===== src/rtl/mmio_uart_tx_if.sv =====
// MMIO single-port bus bundle: word address, byte enables, strobe, write data, read data.
// Latency: none (pure wiring); read data is registered inside the slave.
// Backpressure: none; the slave accepts every strobe in the cycle it is presented.
interface mmio_uart_tx_if;
    logic [13:0] address;
    logic [3:0]  byteena;
    logic        clken;
    logic [31:0] data;
    logic        wren;
    logic [31:0] q;

    modport master (output address, output byteena, output clken, output data, output wren, input q);
    modport slave  (input address, input byteena, input clken, input data, input wren, output q);
endinterface


===== src/rtl/mmio_uart_tx.sv =====
// MMIO UART transmitter: TX FIFO plus 8N1 serialiser with a programmable clocks-per-bit divisor.
// Latency: reads return on q one cycle after the access; a TXDATA push into an idle block starts the frame one cycle later.
// Backpressure: none on the bus; a push into a full FIFO is dropped and flagged in the sticky OVF bit.
module mmio_uart_tx #(
    parameter logic [13:0] BASE_WORD   = 14'h0010,
    parameter int          FIFO_DEPTH  = 8,
    parameter logic [15:0] DEFAULT_DIV = 16'd434
) (
    input  logic           clk,
    input  logic           reset_n,
    mmio_uart_tx_if.slave  bus,
    output logic           uart_tx,
    output logic           irq_tx_empty
);
    localparam int AW = (FIFO_DEPTH > 1) ? $clog2(FIFO_DEPTH) : 1;
    localparam int CW = AW + 1;

    typedef enum logic [1:0] {S_IDLE, S_START, S_DATA, S_STOP} state_t;

    state_t          state_q, state_d;
    logic [15:0]     cnt_q, cnt_d;
    logic [2:0]      bit_q, bit_d;
    logic [7:0]      sh_q, sh_d;
    logic [15:0]     div_lat_q, div_lat_d;
    logic            tx_q, tx_d;
    logic [31:0]     q_q, q_d;
    logic [15:0]     divisor_q, divisor_d;
    logic            ovf_q, ovf_d;
    logic [AW-1:0]   wptr_q, wptr_d, rptr_q, rptr_d;
    logic [CW-1:0]   count_q, count_d;
    logic [7:0]      mem_q [FIFO_DEPTH];

    logic [13:0]     offset;
    logic            hit, wr_en, rd_en, sel_tx, sel_st, sel_div;
    logic            fifo_empty, fifo_full, expire, pop, start_frame;
    logic            push_req, push_ok;
    logic [15:0]     eff_div;
    logic [31:0]     status, rdata;
    logic            unused_bits;

    // Address decode relative to the block base; offsets below the base wrap to large values and miss.
    assign offset     = bus.address - BASE_WORD;
    assign hit        = offset < 14'd3;
    assign wr_en      = bus.clken & bus.wren;
    assign rd_en      = bus.clken & ~bus.wren;
    assign sel_tx     = hit & (offset == 14'd0);
    assign sel_st     = hit & (offset == 14'd1);
    assign sel_div    = hit & (offset == 14'd2);
    assign fifo_empty = (count_q == '0);
    assign fifo_full  = (count_q == CW'(FIFO_DEPTH));
    assign expire     = (cnt_q == 16'd0);
    assign eff_div    = (divisor_q == 16'd0) ? 16'd1 : divisor_q;
    assign unused_bits = ^{bus.data[31:16], bus.byteena[3:2]};

    assign uart_tx      = tx_q;
    assign irq_tx_empty = fifo_empty & (state_q == S_IDLE);
    assign bus.q        = q_q;

    // Serialiser next-state: one bit per divisor period, LSB first, back-to-back frames from STOP.
    always_comb begin
        state_d     = state_q;
        cnt_d       = cnt_q;
        bit_d       = bit_q;
        sh_d        = sh_q;
        div_lat_d   = div_lat_q;
        tx_d        = tx_q;
        start_frame = 1'b0;
        case (state_q)
            S_IDLE: begin
                start_frame = ~fifo_empty;
            end
            S_START: begin
                if (expire) begin
                    tx_d    = sh_q[0];
                    sh_d    = {1'b0, sh_q[7:1]};
                    bit_d   = 3'd0;
                    cnt_d   = div_lat_q - 16'd1;
                    state_d = S_DATA;
                end else begin
                    cnt_d = cnt_q - 16'd1;
                end
            end
            S_DATA: begin
                if (expire) begin
                    cnt_d = div_lat_q - 16'd1;
                    if (bit_q == 3'd7) begin
                        tx_d    = 1'b1;
                        state_d = S_STOP;
                    end else begin
                        tx_d  = sh_q[0];
                        sh_d  = {1'b0, sh_q[7:1]};
                        bit_d = bit_q + 3'd1;
                    end
                end else begin
                    cnt_d = cnt_q - 16'd1;
                end
            end
            S_STOP: begin
                if (expire) begin
                    start_frame = ~fifo_empty;
                    state_d     = S_IDLE;
                end else begin
                    cnt_d = cnt_q - 16'd1;
                end
            end
            default: state_d = S_IDLE;
        endcase
        // Frame start: pop the head and freeze the divisor so mid-frame DIVISOR writes wait.
        if (start_frame) begin
            sh_d      = mem_q[rptr_q];
            div_lat_d = eff_div;
            cnt_d     = eff_div - 16'd1;
            tx_d      = 1'b0;
            state_d   = S_START;
        end
    end

    assign pop = start_frame;

    // Register file and FIFO bookkeeping: a pop in the same cycle frees room for a push into a full FIFO.
    always_comb begin
        push_req  = wr_en & sel_tx & bus.byteena[0];
        push_ok   = push_req & (~fifo_full | pop);
        wptr_d    = wptr_q + AW'(push_ok);
        rptr_d    = rptr_q + AW'(pop);
        count_d   = count_q + CW'(push_ok) - CW'(pop);
        ovf_d     = ovf_q;
        if (push_req & ~push_ok) begin
            ovf_d = 1'b1;
        end else if (wr_en & sel_st & bus.byteena[0] & bus.data[3]) begin
            ovf_d = 1'b0;
        end
        divisor_d = divisor_q;
        if (wr_en & sel_div & bus.byteena[0]) divisor_d[7:0]  = bus.data[7:0];
        if (wr_en & sel_div & bus.byteena[1]) divisor_d[15:8] = bus.data[15:8];
        status             = '0;
        status[0]          = fifo_full;
        status[1]          = fifo_empty;
        status[2]          = (state_q != S_IDLE);
        status[3]          = ovf_q;
        status[8 +: CW]    = count_q;
        rdata = '0;
        if (sel_st)  rdata = status;
        if (sel_div) rdata = {16'h0000, divisor_q};
        q_d = rd_en ? rdata : q_q;
    end

    // State registers with synchronous active-low reset; reset aborts any frame and flushes the FIFO.
    always_ff @(posedge clk) begin
        if (!reset_n) begin
            state_q   <= S_IDLE;
            cnt_q     <= '0;
            bit_q     <= '0;
            sh_q      <= '0;
            div_lat_q <= DEFAULT_DIV;
            tx_q      <= 1'b1;
            q_q       <= '0;
            divisor_q <= DEFAULT_DIV;
            ovf_q     <= 1'b0;
            wptr_q    <= '0;
            rptr_q    <= '0;
            count_q   <= '0;
        end else begin
            state_q   <= state_d;
            cnt_q     <= cnt_d;
            bit_q     <= bit_d;
            sh_q      <= sh_d;
            div_lat_q <= div_lat_d;
            tx_q      <= tx_d;
            q_q       <= q_d;
            divisor_q <= divisor_d;
            ovf_q     <= ovf_d;
            wptr_q    <= wptr_d;
            rptr_q    <= rptr_d;
            count_q   <= count_d;
        end
    end

    // FIFO storage; not reset because the pointers define which entries are valid.
    always_ff @(posedge clk) begin
        if (push_ok) mem_q[wptr_q] <= bus.data[7:0];
    end
endmodule


===== src/flat_wrapper.sv =====
// flat-port wrapper written by rule: the top's interface ports become plain ports
module mmio_uart_tx_flat 
#(
    parameter logic [13:0] BASE_WORD   = 14'h0010,
    parameter int          FIFO_DEPTH  = 8,
    parameter logic [15:0] DEFAULT_DIV = 16'd434
)
  (clk, reset_n, uart_tx, irq_tx_empty, bus_address, bus_byteena, bus_clken, bus_data, bus_wren, bus_q);
  mmio_uart_tx_if bus_i ();
  input  logic clk;
  input  logic reset_n;
  output logic uart_tx;
  output logic irq_tx_empty;
  input wire logic [$bits(bus_i.address)-1:0] bus_address;
  input wire logic [$bits(bus_i.byteena)-1:0] bus_byteena;
  input wire logic [$bits(bus_i.clken)-1:0] bus_clken;
  input wire logic [$bits(bus_i.data)-1:0] bus_data;
  input wire logic [$bits(bus_i.wren)-1:0] bus_wren;
  output wire logic [$bits(bus_i.q)-1:0] bus_q;
  assign bus_i.address = bus_address;
  assign bus_i.byteena = bus_byteena;
  assign bus_i.clken = bus_clken;
  assign bus_i.data = bus_data;
  assign bus_i.wren = bus_wren;
  assign bus_q = bus_i.q;
  mmio_uart_tx #(.BASE_WORD(BASE_WORD), .FIFO_DEPTH(FIFO_DEPTH), .DEFAULT_DIV(DEFAULT_DIV)) u_core (.clk(clk), .reset_n(reset_n), .bus(bus_i), .uart_tx(uart_tx), .irq_tx_empty(irq_tx_empty));
endmodule

===== config.mk =====
export PLATFORM = sky130hd
export DESIGN_NAME = mmio_uart_tx_flat
export DESIGN_NICKNAME = d
export VERILOG_FILES = /design/src/rtl/mmio_uart_tx_if.sv /design/src/rtl/mmio_uart_tx.sv /design/src/flat_wrapper.sv
export SDC_FILE = /design/constraint.sdc
export NUM_CORES = 1
export LEC_CHECK = 0
export ABC_AREA = 1
export BUFFER_PORTS_ARGS = -buffer_cell sky130_fd_sc_hd__buf_2
export CORE_MARGIN = 2
export CORE_UTILIZATION = 37
export CTS_CLUSTER_DIAMETER = 120
export CTS_CLUSTER_SIZE = 14
export DETAILED_ROUTE_END_ITERATION = 8
export GPL_TIMING_DRIVEN = 1
export PLACE_DENSITY = 0.65
export SLEW_MARGIN = 10
export SYNTH_ARGS = -nofsm -noshare
export SYNTH_HDL_FRONTEND = slang
export SYNTH_SLANG_ARGS = --single-unit

===== constraint.sdc =====
create_clock -name clk -period 4.1 [get_ports clk]
set_input_delay 0.205 -clock clk [delete_from_list [all_inputs] [get_ports clk]]
set_output_delay 0.205 -clock clk [all_outputs]
set_load 0.02 [all_outputs]

Word level (Yosys, flattened, before mapping)
Memory sizes are Yosys's and may differ from the RTL's. A register that Yosys moved wholly into a read port is not among the register bits. Cells that the tools add are included.

Equality and inequality tests: 18. Multiplexer cells: 34. Reductions and logical operators: 20. Add/sub/neg operators: 9. Shifts and indexed selects: 0. Multiply operators: 0. $lt $le $gt $ge: 1. Bitwise logic cells: 22. Divide/modulo/power cells: 0.

Operator list (number): two-way mux 16 bit (5); subtractor 16 x 1 -> 16 bit (second input constant) (3); zero test 16 bit (2); two-way mux 8 bit (4); case mux 16 bit (2 select lines) (1); bitwise AND 1 bit (16); case mux 8 bit (2 select lines) (1); equality test 14 x 1 -> 1 bit (second input constant) (1); equality test 14 x 2 -> 1 bit (second input constant) (1); zero test 14 bit (1); less-than comparator 14 x 2 -> 1 bit (second input constant) (1); subtractor 14 x 5 -> 14 bit (second input constant) (1); two-way mux 12 bit (1); two-way mux 3 bit (4); != test 3 x 1 -> 1 bit (second input constant) (4); two-way mux 1 bit (10); AND reduction 5 bit (2); nonzero test 3 bit (3); two-way mux 2 bit (4); != test 2 x 1 -> 1 bit (second input constant) (4); AND reduction 4 bit (2); adder 3 x 1 -> 3 bit (2); case mux 2 bit (3 select lines) (1); case mux 3 bit (2 select lines) (1); other kinds (20) (29).

ROM bits: 0. Register bits after elaboration: 105. Memory bits (writable): 64. Word-level logic and storage cells: 119. Input port bits: 54. Latch bits: 0. Output and inout port bits: 34. Memories kept: 1.

Memory list: u_core.mem_q (depth 8, bits a word 8, read ports 1, clocked after Yosys merged registers in 1, write ports 1, line mmio_uart_tx.sv:31) `logic [7:0] mem_q [FIFO_DEPTH];`.

Depth between registers and ports, before layout
Gate-level depths: netlist of the first run.

Depth in word-level cells: 9. Gate-level depth with buffers: 16. Depth with buffers taken out: 16.

Least setup slack after synthesis of the first run
OpenSTA, ideal clock, no wires.

Kind: flip-flop to flip-flop. Start point: register u_core.cnt_q[0]. End point: register u_core.count_q[2]. Path buffers: 1. Period minus slack after synthesis: 2.603 ns. Slack: 1.497 ns. Arrival time: 2.476 ns. Library setup time: 0.128 ns. Data required time: 3.972 ns. Stages on the path, launching flop included: 15. Path through: dfxtp_1 > inv_1 > ha_1 > nand2_2 > nor2_4 > nand4_4 > a21oi_4 > buf_2 > ha_1 > inv_1 > ha_1 > inv_1 > fa_1 > xor2_1 > nor2_1.

Word-level cells in the longest chain between the ends: 7.

RTL lines: from (decl) (line mmio_uart_tx.sv:21) `logic [15:0] cnt_q, cnt_d;`; from (signal assigned) (line mmio_uart_tx.sv:165) `cnt_q <= cnt_d;`; zero test 16 bit * (line mmio_uart_tx.sv:51) `assign expire = (cnt_q == 16'd0);`; two-way mux 1 bit * (line mmio_uart_tx.sv:99) `if (expire) begin`; case mux 1 bit (2 select lines) * (line mmio_uart_tx.sv:68) `case (state_q)`; named net u_core.pop (line mmio_uart_tx.sv:35) `logic fifo_empty, fifo_full, expire, pop, start_frame;`; bitwise OR 1 bit (line mmio_uart_tx.sv:123) `push_ok = push_req & (~fifo_full | pop);`; bitwise AND 1 bit (line mmio_uart_tx.sv:123); adder 4 x 1 -> 4 bit (line mmio_uart_tx.sv:126) `count_d = count_q + CW'(push_ok) - CW'(pop);`; subtractor 4 x 1 -> 4 bit * (line mmio_uart_tx.sv:126); to (signal assigned) (line mmio_uart_tx.sv:175) `count_q <= count_d;`; to (decl) (line mmio_uart_tx.sv:30) `logic [CW-1:0] count_q, count_d;`.

Mark *: on every way through the listed nets, which the timed path passes. The rest lies on a longest branch. A chain may end at the register's enable or synchronous reset.

Worst setup path in the final report of the first run
Start point: register u_core.cnt_q[0]. End point: register u_core.count_q[2].

Word-level cells in the longest chain between the ends: 7.

RTL lines (line): zero test 16 bit * (mmio_uart_tx.sv:51); two-way mux 1 bit * (mmio_uart_tx.sv:99); case mux 1 bit (2 select lines) * (mmio_uart_tx.sv:68); bitwise OR 1 bit (mmio_uart_tx.sv:123); bitwise AND 1 bit (mmio_uart_tx.sv:123); adder 4 x 1 -> 4 bit (mmio_uart_tx.sv:126); subtractor 4 x 1 -> 4 bit * (mmio_uart_tx.sv:126).

Every way passes the cells marked *; elsewhere a longest branch is shown, timed or not.

==> results of run 1 <==
[how the worst min path moves through the flow]
| stage | start | depth (start not counted) | endpoint | slack, ps |
|---|---|---|---|---|
| 2_1_floorplan | bus_data[0] | 0 | u_core.mem_q[0][0] | 300 |
| 3_3_place_gp | bus_data[12] | 3 | u_core.divisor_q[12] | 430 |
| 3_5_place_dp | bus_data[11] | 3 | u_core.divisor_q[11] | 430 |
| 4_1_cts | bus_data[9] | 3 | u_core.divisor_q[9] | 0.7 |
| 5_1_grt | bus_data[9] | 3 | u_core.divisor_q[9] | 7 |
| 6_report | bus_data[9] | 3 | u_core.divisor_q[9] | 10 |
[worst max-delay path, delay by kind of cell, from the launching register on]
family / cells / cell delay (ps)
flip-flops: 1 / 340
XOR/XNOR: 1 / 130
buffers and inverters: 3 / 210
AND/OR/NAND/NOR: 8 / 1430
adder cells (fa/ha/maj): 3 / 830
[synthesized netlist by cell type (4+ instances only)]
cell type,count,area [sq um]
or2_2,4,25.0
nor2_1,163,612
nand3_1,79,395
buf_2,8,40.0
a21oi_1,35,175
o211ai_1,10,75.1
xnor2_1,11,96.3
o21ai_0,59,295
buf_4,18,135
nand2_1,228,856
ha_1,23,288
dfxtp_1,89,1780
edfxtp_1,64,1920
nand4_1,14,87.6
nand2_2,4,25.0
inv_1,99,372
nor3_1,19,95.1
nor2_2,6,37.5
o221ai_1,14,123
clkbuf_1,23,86.3
xor2_1,19,166
buf_6,4,45.0
[power breakdown]
part	internal [mW]	switching, mW	total (mW)
combinational	0.796	1.62	2.41
clock	0.863	0.700	1.56
sequential	1.78	0.182	1.97
[kinds of logic (layout without fill, tap and decap cells)]
family | Yosys count | after routing
buffers and inverters | 154 | 204
xor gates and xnor gates | 30 | 30
adders and majority gates | 24 | 24
and+or+nand+nor | 532 | 532
other | 1 | 16
DFF | 153 | 153
AOI/OAI and AO/OA | 129 | 129
[registers in the layout, indices dropped and copies added, names as in the netlist]
name and cells:
u_core.divisor_q 16, u_core.div_lat_q 16, u_core.uart_tx 1, u_core.wptr_q 3
u_core.bus.q 16, u_core.state_q 2, u_core.rptr_q 3, u_core.sh_q 8
u_core.cnt_q 16, u_core.bit_q 3, u_core.ovf_q 1, u_core.count_q 4
u_core.mem_q 64
[layer usage]
layer,part of all wire,global-route usage,wire (um),up-vias
li1,-,-,-,3431
met5,0,0,0,-
met2,0.46,0.278,8900,137
met4,0.0098,0.0453,189,0
met3,0.047,0.0419,912,16
met1,0.48,0.244,9320,3116
[final cells by class]
| class | instances | area (sq um) |
|---|---|---|
| repair buffers | 71 | 410 |
| well taps | 275 | 344 |
| inverters | 101 | 379 |
| clock buffers | 17 | 425 |
| flip-flops and latches | 153 | 3700 |
| clock inverters | 15 | 161 |
| fillers | 2119 | 12000 |
| multi-input cells | 731 | 3680 |
[what timing repair did]
| action | CTS | global route |
|---|---|---|
| gates resized for setup | 0 | 0 |
| endpoints found under the hold margin | 4 | 0 |
| hold buffers | 4 | 0 |
[stage by stage]
stage               hold slack, ps  utilization  std cells  instance area, sq um
global route                  7.06        0.430       1363                  9100
CTS                          0.659        0.430       1363                  9100
global placement               427        0.401       1327                  8480
finish                        13.3        0.430       1363                  9100
floorplan                      304            -       1038                  8070
detailed placement             434        0.401       1327                  8480
==> results.sh, run 1 <==
export IMPL_rr_endpoint="u_core.count_q[2]"
export IMPL_synth_edff_count=64
export IMPL_yosys_warnings=0
export IMPL_min_path_type="in -> reg"
export IMPL_r2r_cells=15
export IMPL_fin_crit_sh=0.753
export IMPL_yosys_area_share_xor_xnor=0.0328
export IMPL_antenna_cells=0
export IMPL_cts_buffers_inserted=17
export IMPL_path_common_cell="inv_1"
export IMPL_mostFrequentLayoutCell="nand2_1"
export IMPL_maxSlewViolCount=0
export IMPL_dieWidth_um=151
export IMPL_cts_sinks=153
export IMPL_timing_rr_start="u_core.cnt_q[0]"
export IMPL_cellLeakagePower_nw=3.99
export IMPL_drtAntennaViolNets=0
export IMPL_syn_area_sq_mm=0.00801
export IMPL_htree_levels=4
export IMPL_p_per_area_mw_per_mm2=652
export IMPL_overflow=0
export IMPL_core_area_sq_mm=0.0212
export IMPL_synth_top_flop_cell="dfxtp_1"
export IMPL_worst_setup_path_end_kind="flip-flop"
export IMPL_grt_pass1_vias=6200
export IMPL_drt_first_iter_violations=482
export IMPL_cts_tree="yes"
export IMPL_dieArea_sq_mm=0.0229
export IMPL_avgSynthCellArea_sq_um=7.83
export IMPL_grt_pass1_wl_mm=31.2
export IMPL_cp_arrival_ps=3390
export IMPL_clkTransAtPathRegs_ps=70
export IMPL_cts_root_buffer="clkbuf_16"
export IMPL_hold_viol=0
export IMPL_io_buffers=53
export IMPL_irDropWorstVdd_v=0.000320
export IMPL_drc_errors=0
export IMPL_start_kind="flip-flop"
export IMPL_routed_wl_mm=19.3
export IMPL_slew_headroom=0.444
export IMPL_postSynth_asyncResetShare=0
export IMPL_synth_top_family_by_area="simple AND/OR/NAND/NOR gates"
export IMPL_fin_crit_ps=3090
export IMPL_slowest_delay_ps=370
export IMPL_synthMuxAreaShare=0
export IMPL_grt_use_total=0.176
export IMPL_clock_latency_ps=430
export IMPL_fin_ws_ps=1010
export IMPL_drtPass1Iterations=5
export IMPL_grt_setup_unrepaired="false"
export IMPL_required_ps=4400
export IMPL_ys_ff_latch=153
export IMPL_seq_area_frac_synth=0.462
export IMPL_synth_compound_area_frac=0.0937
export IMPL_fin_worst_skew_ps=5.79
export IMPL_vias_per_cell=4.92
export IMPL_postCtsSetupRepairBufs=0
export IMPL_io_pins=88
export IMPL_startpoint="u_core.cnt_q[0]"
export IMPL_post_place_ws_ps=1040
export IMPL_antenna_found_initial=1
export IMPL_synthCells=1023
export IMPL_yosys_area_share_simple=0.287
export IMPL_final_cell_mix="nand2_1, nor2_1, inv_1, dfxtp_1, nand3_1"
export IMPL_vias=6700
export IMPL_rows=53
export IMPL_synth_fa_ha_area_frac=0.0384
export IMPL_rrSetupSlack_ps=1010
export IMPL_synth_cell_types=42
export IMPL_setup_tns_ps=0
export IMPL_worstMarginPinSlew_ps=833
export IMPL_cts_buffer_depth=2
export IMPL_area_growth_pct=13.6
export IMPL_place_congestion=0.868
export IMPL_crit_end="u_core.count_q[2]"
export IMPL_dieHeight_um=151
export IMPL_crit_type="reg -> reg"
export IMPL_grt_max_degree=60
export IMPL_status="finished clean"
export IMPL_nets=1153
export IMPL_crit_path_max_fanout=33
export IMPL_initial_core_util=0.379
export IMPL_dp_hpwl_mm=13.4
export IMPL_max_freq_mhz=324
export IMPL_power_mw=5.94
export IMPL_cpMaxStageDelayCell="fa_1"
export IMPL_maxCapViolations=0
export IMPL_wl_per_cell_um=14.2
export IMPL_cp_cell_sequence="inv_1 > ha_1 > nand2_2 > nor2_4 > nand4_4 > nand2_2 > nand2_4 > nand2_1 > inv_1 > nor3_1 > ha_1 > inv_1 > fa_1 > xor2_1 > nor2_1"
export IMPL_setup_viol=0
export IMPL_layout_drive_gt1_share=0.117
No activity file was read; power rests on OpenSTA's default activity.
==> inputs of run 2 (changes only) <==
- ABC_AREA: 1 -> 0
- clock period: 4.1 -> 3 ns (I/O delays scaled with it)
==> run 2 against run 1 <==
First-iteration DRC count decreased by 20%. Power increased by 19%. Final area decreased by 3.6%. Highest routed layer unchanged. Synthesized area decreased by 6.4%. Wire length decreased by 11%. Combinational power decreased by 5%. Sequential cell count unchanged. Largest power group is now registers. Non-clock buffer count increased by 23. Worst setup slack got worse by 760 ps. Register-to-register slack got worse by 760 ps.
==> results.sh, run 2 <==
export IMPL_dieHeight_um=146
export IMPL_holdCritStartpoint="bus_data[7]"
export IMPL_grt_setup_unrepaired="false"
export IMPL_status="finished clean"
export IMPL_cellLeakagePower_nw=3.18
export IMPL_seq_area_frac_synth=0.493
export IMPL_synth_cell_types=69
export IMPL_dieWidth_um=146
export IMPL_clock_latency_ps=430
export IMPL_initial_core_util=0.375
export IMPL_io_buffers=53
export IMPL_r2r_cells=12
export IMPL_dp_hpwl_mm=11.5
export IMPL_p_per_area_mw_per_mm2=804
export IMPL_setup_tns_ps=0
export IMPL_hold_viol=0
export IMPL_rrSetupSlack_ps=250
export IMPL_setup_viol=0
export IMPL_synth_most_common_cell="dfxtp_1"
export IMPL_avgSynthCellArea_sq_um=10.5
export IMPL_rows=52
export IMPL_largest_register_ffs=64
export IMPL_postSynth_asyncResetShare=0
export IMPL_antenna_cells=0
export IMPL_io_pins=88
export IMPL_area_growth_pct=17.0
export IMPL_post_place_ws_ps=266
export IMPL_yosys_top_cells_count="dfxtp_1, nand2_1, edfxtp_1"
export IMPL_fin_cells=1066
export IMPL_antenna_found_initial=0
export IMPL_regArea_sq_mm=0.00370
export IMPL_mostFrequentLayoutCell="dfxtp_1"
export IMPL_cts_buffers_inserted=17
export IMPL_multi_input_area_sq_mm=0.00348
export IMPL_cts_buffer_depth=2
export IMPL_overflow=0
export IMPL_postCtsSetupRepairBufs=0
export IMPL_final_cell_mix="dfxtp_1, nand2_1, edfxtp_1, buf_2, nor2_1"
export IMPL_maxSlewViolCount=0
export IMPL_vias=5556
export IMPL_wl_per_cell_um=16.1
export IMPL_grt_max_degree=57
export IMPL_synthCells=716
export IMPL_min_path_type="in -> reg"
export IMPL_drtPass1Iterations=5
export IMPL_cts_root_buffer="clkbuf_16"
export IMPL_synth_edff_count=64
export IMPL_worstMarginPinSlew_ps=895
export IMPL_grt_use_total=0.164
export IMPL_drtAntennaViolNets=0
export IMPL_placedInstanceArea_sq_mm=0.00811
export IMPL_nets=861
export IMPL_final_cell_area_sq_mm=0.00878
export IMPL_drt_first_iter_violations=388
export IMPL_core_area_sq_mm=0.0200
export IMPL_maxCapViolations=0
export IMPL_synth_top_flop_cell="dfxtp_1"
export IMPL_timing_rr_start="u_core.state_q[1]"
export IMPL_fillers=1914
export IMPL_yosysTopAreaCell="edfxtp_1"
export IMPL_routed_wl_mm=17.2
export IMPL_required_ps=3330
export IMPL_cts_tree="yes"
export IMPL_final_util=0.438
export IMPL_crit_type="reg -> reg"
export IMPL_fin_ws_ps=252
export IMPL_yosys_warnings=0
export IMPL_slew_headroom=0.401
export IMPL_fin_worst_skew_ps=11.0
export IMPL_worst_setup_path_end_kind="flip-flop"
export IMPL_netlist_top_cells_area="edfxtp_1, dfxtp_1, mux4_2"
export IMPL_irDropWorstVdd_v=0.000437
export IMPL_vias_per_cell=5.21
export IMPL_cp_arrival_ps=3080
export IMPL_layout_drive_gt1_share=0.186
export IMPL_regMostFlops="u_core.mem_q"
export IMPL_fin_crit_ps=2750
export IMPL_max_freq_mhz=364
export IMPL_hold_path_depth=1
export IMPL_ys_ff_latch=153
export IMPL_syn_area_sq_mm=0.00750
export IMPL_dp_cells=1026
export IMPL_crit_path_max_fanout=6
export IMPL_start_kind="flip-flop"
export IMPL_synth_top_area_frac=0.256
export IMPL_grt_pass1_vias=5201
export IMPL_dieArea_sq_mm=0.0214
export IMPL_rr_endpoint="u_core.count_q[2]"
export IMPL_fin_crit_sh=0.916
export IMPL_grt_pass1_wl_mm=27.9
export IMPL_htree_levels=4
export IMPL_drc_errors=0
export IMPL_place_congestion=0.838
export IMPL_hold_end="u_core.mem_q[5][7]"
export IMPL_clkTransAtPathRegs_ps=70
export IMPL_cts_sinks=153
[run 2: cell types whose count changed in the layout (fill, tap and decap cells not counted), moves of 18 or more]
cell      previous run  this run
inv_1               99        16
a21boi_0             0        21
mux2i_1              0        22
nand3_1             79        27
o21ai_0             59        28
nand2_1            228        76
buf_4               14        32
nor2_1             163        44
[run 2: critical path, stage by stage (launching register included)]
cell       delay, ps
dfxtp_1          430
inv_1            140
ha_1             360
nand4bb_1        190
o2bb2a_2         270
inv_1            110
ha_1             240
inv_1             50
ha_1             150
inv_1             50
fa_1             370
xnor2_1          130
and2_1           150
[run 2: kinds of logic after synthesis]
| group | share of synthesized area |
|---|---|
| multiplexers | 0.0789 |
| other | 0.000500 |
| adder cells (fa/ha/maj) | 0.0410 |
| XOR/XNOR | 0.0315 |
| flip-flops | 0.493 |
| buffers and inverters | 0.0502 |
| AND/OR/NAND/NOR | 0.169 |
| AO/OA/AOI/OAI | 0.136 |
[run 2: timing repair]
action                                 4_1_cts  5_1_grt
hold buffers                                 8        0
gates resized for setup                      0        0
endpoints found under the hold margin        8        0
[run 2: worst max path at each step]
stage,to,slack (ps),cells past startpoint,start
5_1_grt,u_core.count_q[2],70,12,u_core.state_q[1]
3_3_place_gp,u_core.count_q[2],300,12,u_core.state_q[1]
6_report,u_core.count_q[2],250,12,u_core.state_q[1]
4_1_cts,u_core.count_q[2],260,12,u_core.state_q[1]
2_1_floorplan,u_core.count_q[2],90,14,u_core.cnt_q[12]
3_5_place_dp,u_core.count_q[2],270,12,u_core.state_q[1]
[run 2: area by class of cell]
type / count / share of cell area
timing repair buffer: 94 / 0.0690
clock inverter: 15 / 0.0188
multi-input combinational: 501 / 0.397
clock buffer: 17 / 0.0485
inverter: 16 / 0.00684
sequential: 153 / 0.422
tap: 270 / 0.0385
[run 2: metrics by stage]
step / power (mW) / hold WS (ps)
final: 7.06 / 19.9
after floorplan: 4.36 / 249
after detailed placement: 4.95 / 377
after global placement: 4.93 / 380
after global routing: 7.46 / 25.3
after CTS: 7.08 / 7.13
[run 2: layer usage]
layer	vias up	track usage	part of all wire
met1	2678	0.231	0.48
li1	2733	-	-
met4	0	0.0481	0.010
met2	130	0.258	0.47
met3	15	0.0288	0.039
met5	-	0	0
[run 2: power breakdown]
group / switching, mW / internal (mW) / total (mW)
registers: 0.264 / 2.38 / 2.64
clock network: 0.994 / 1.12 / 2.11
logic: 1.37 / 0.929 / 2.30
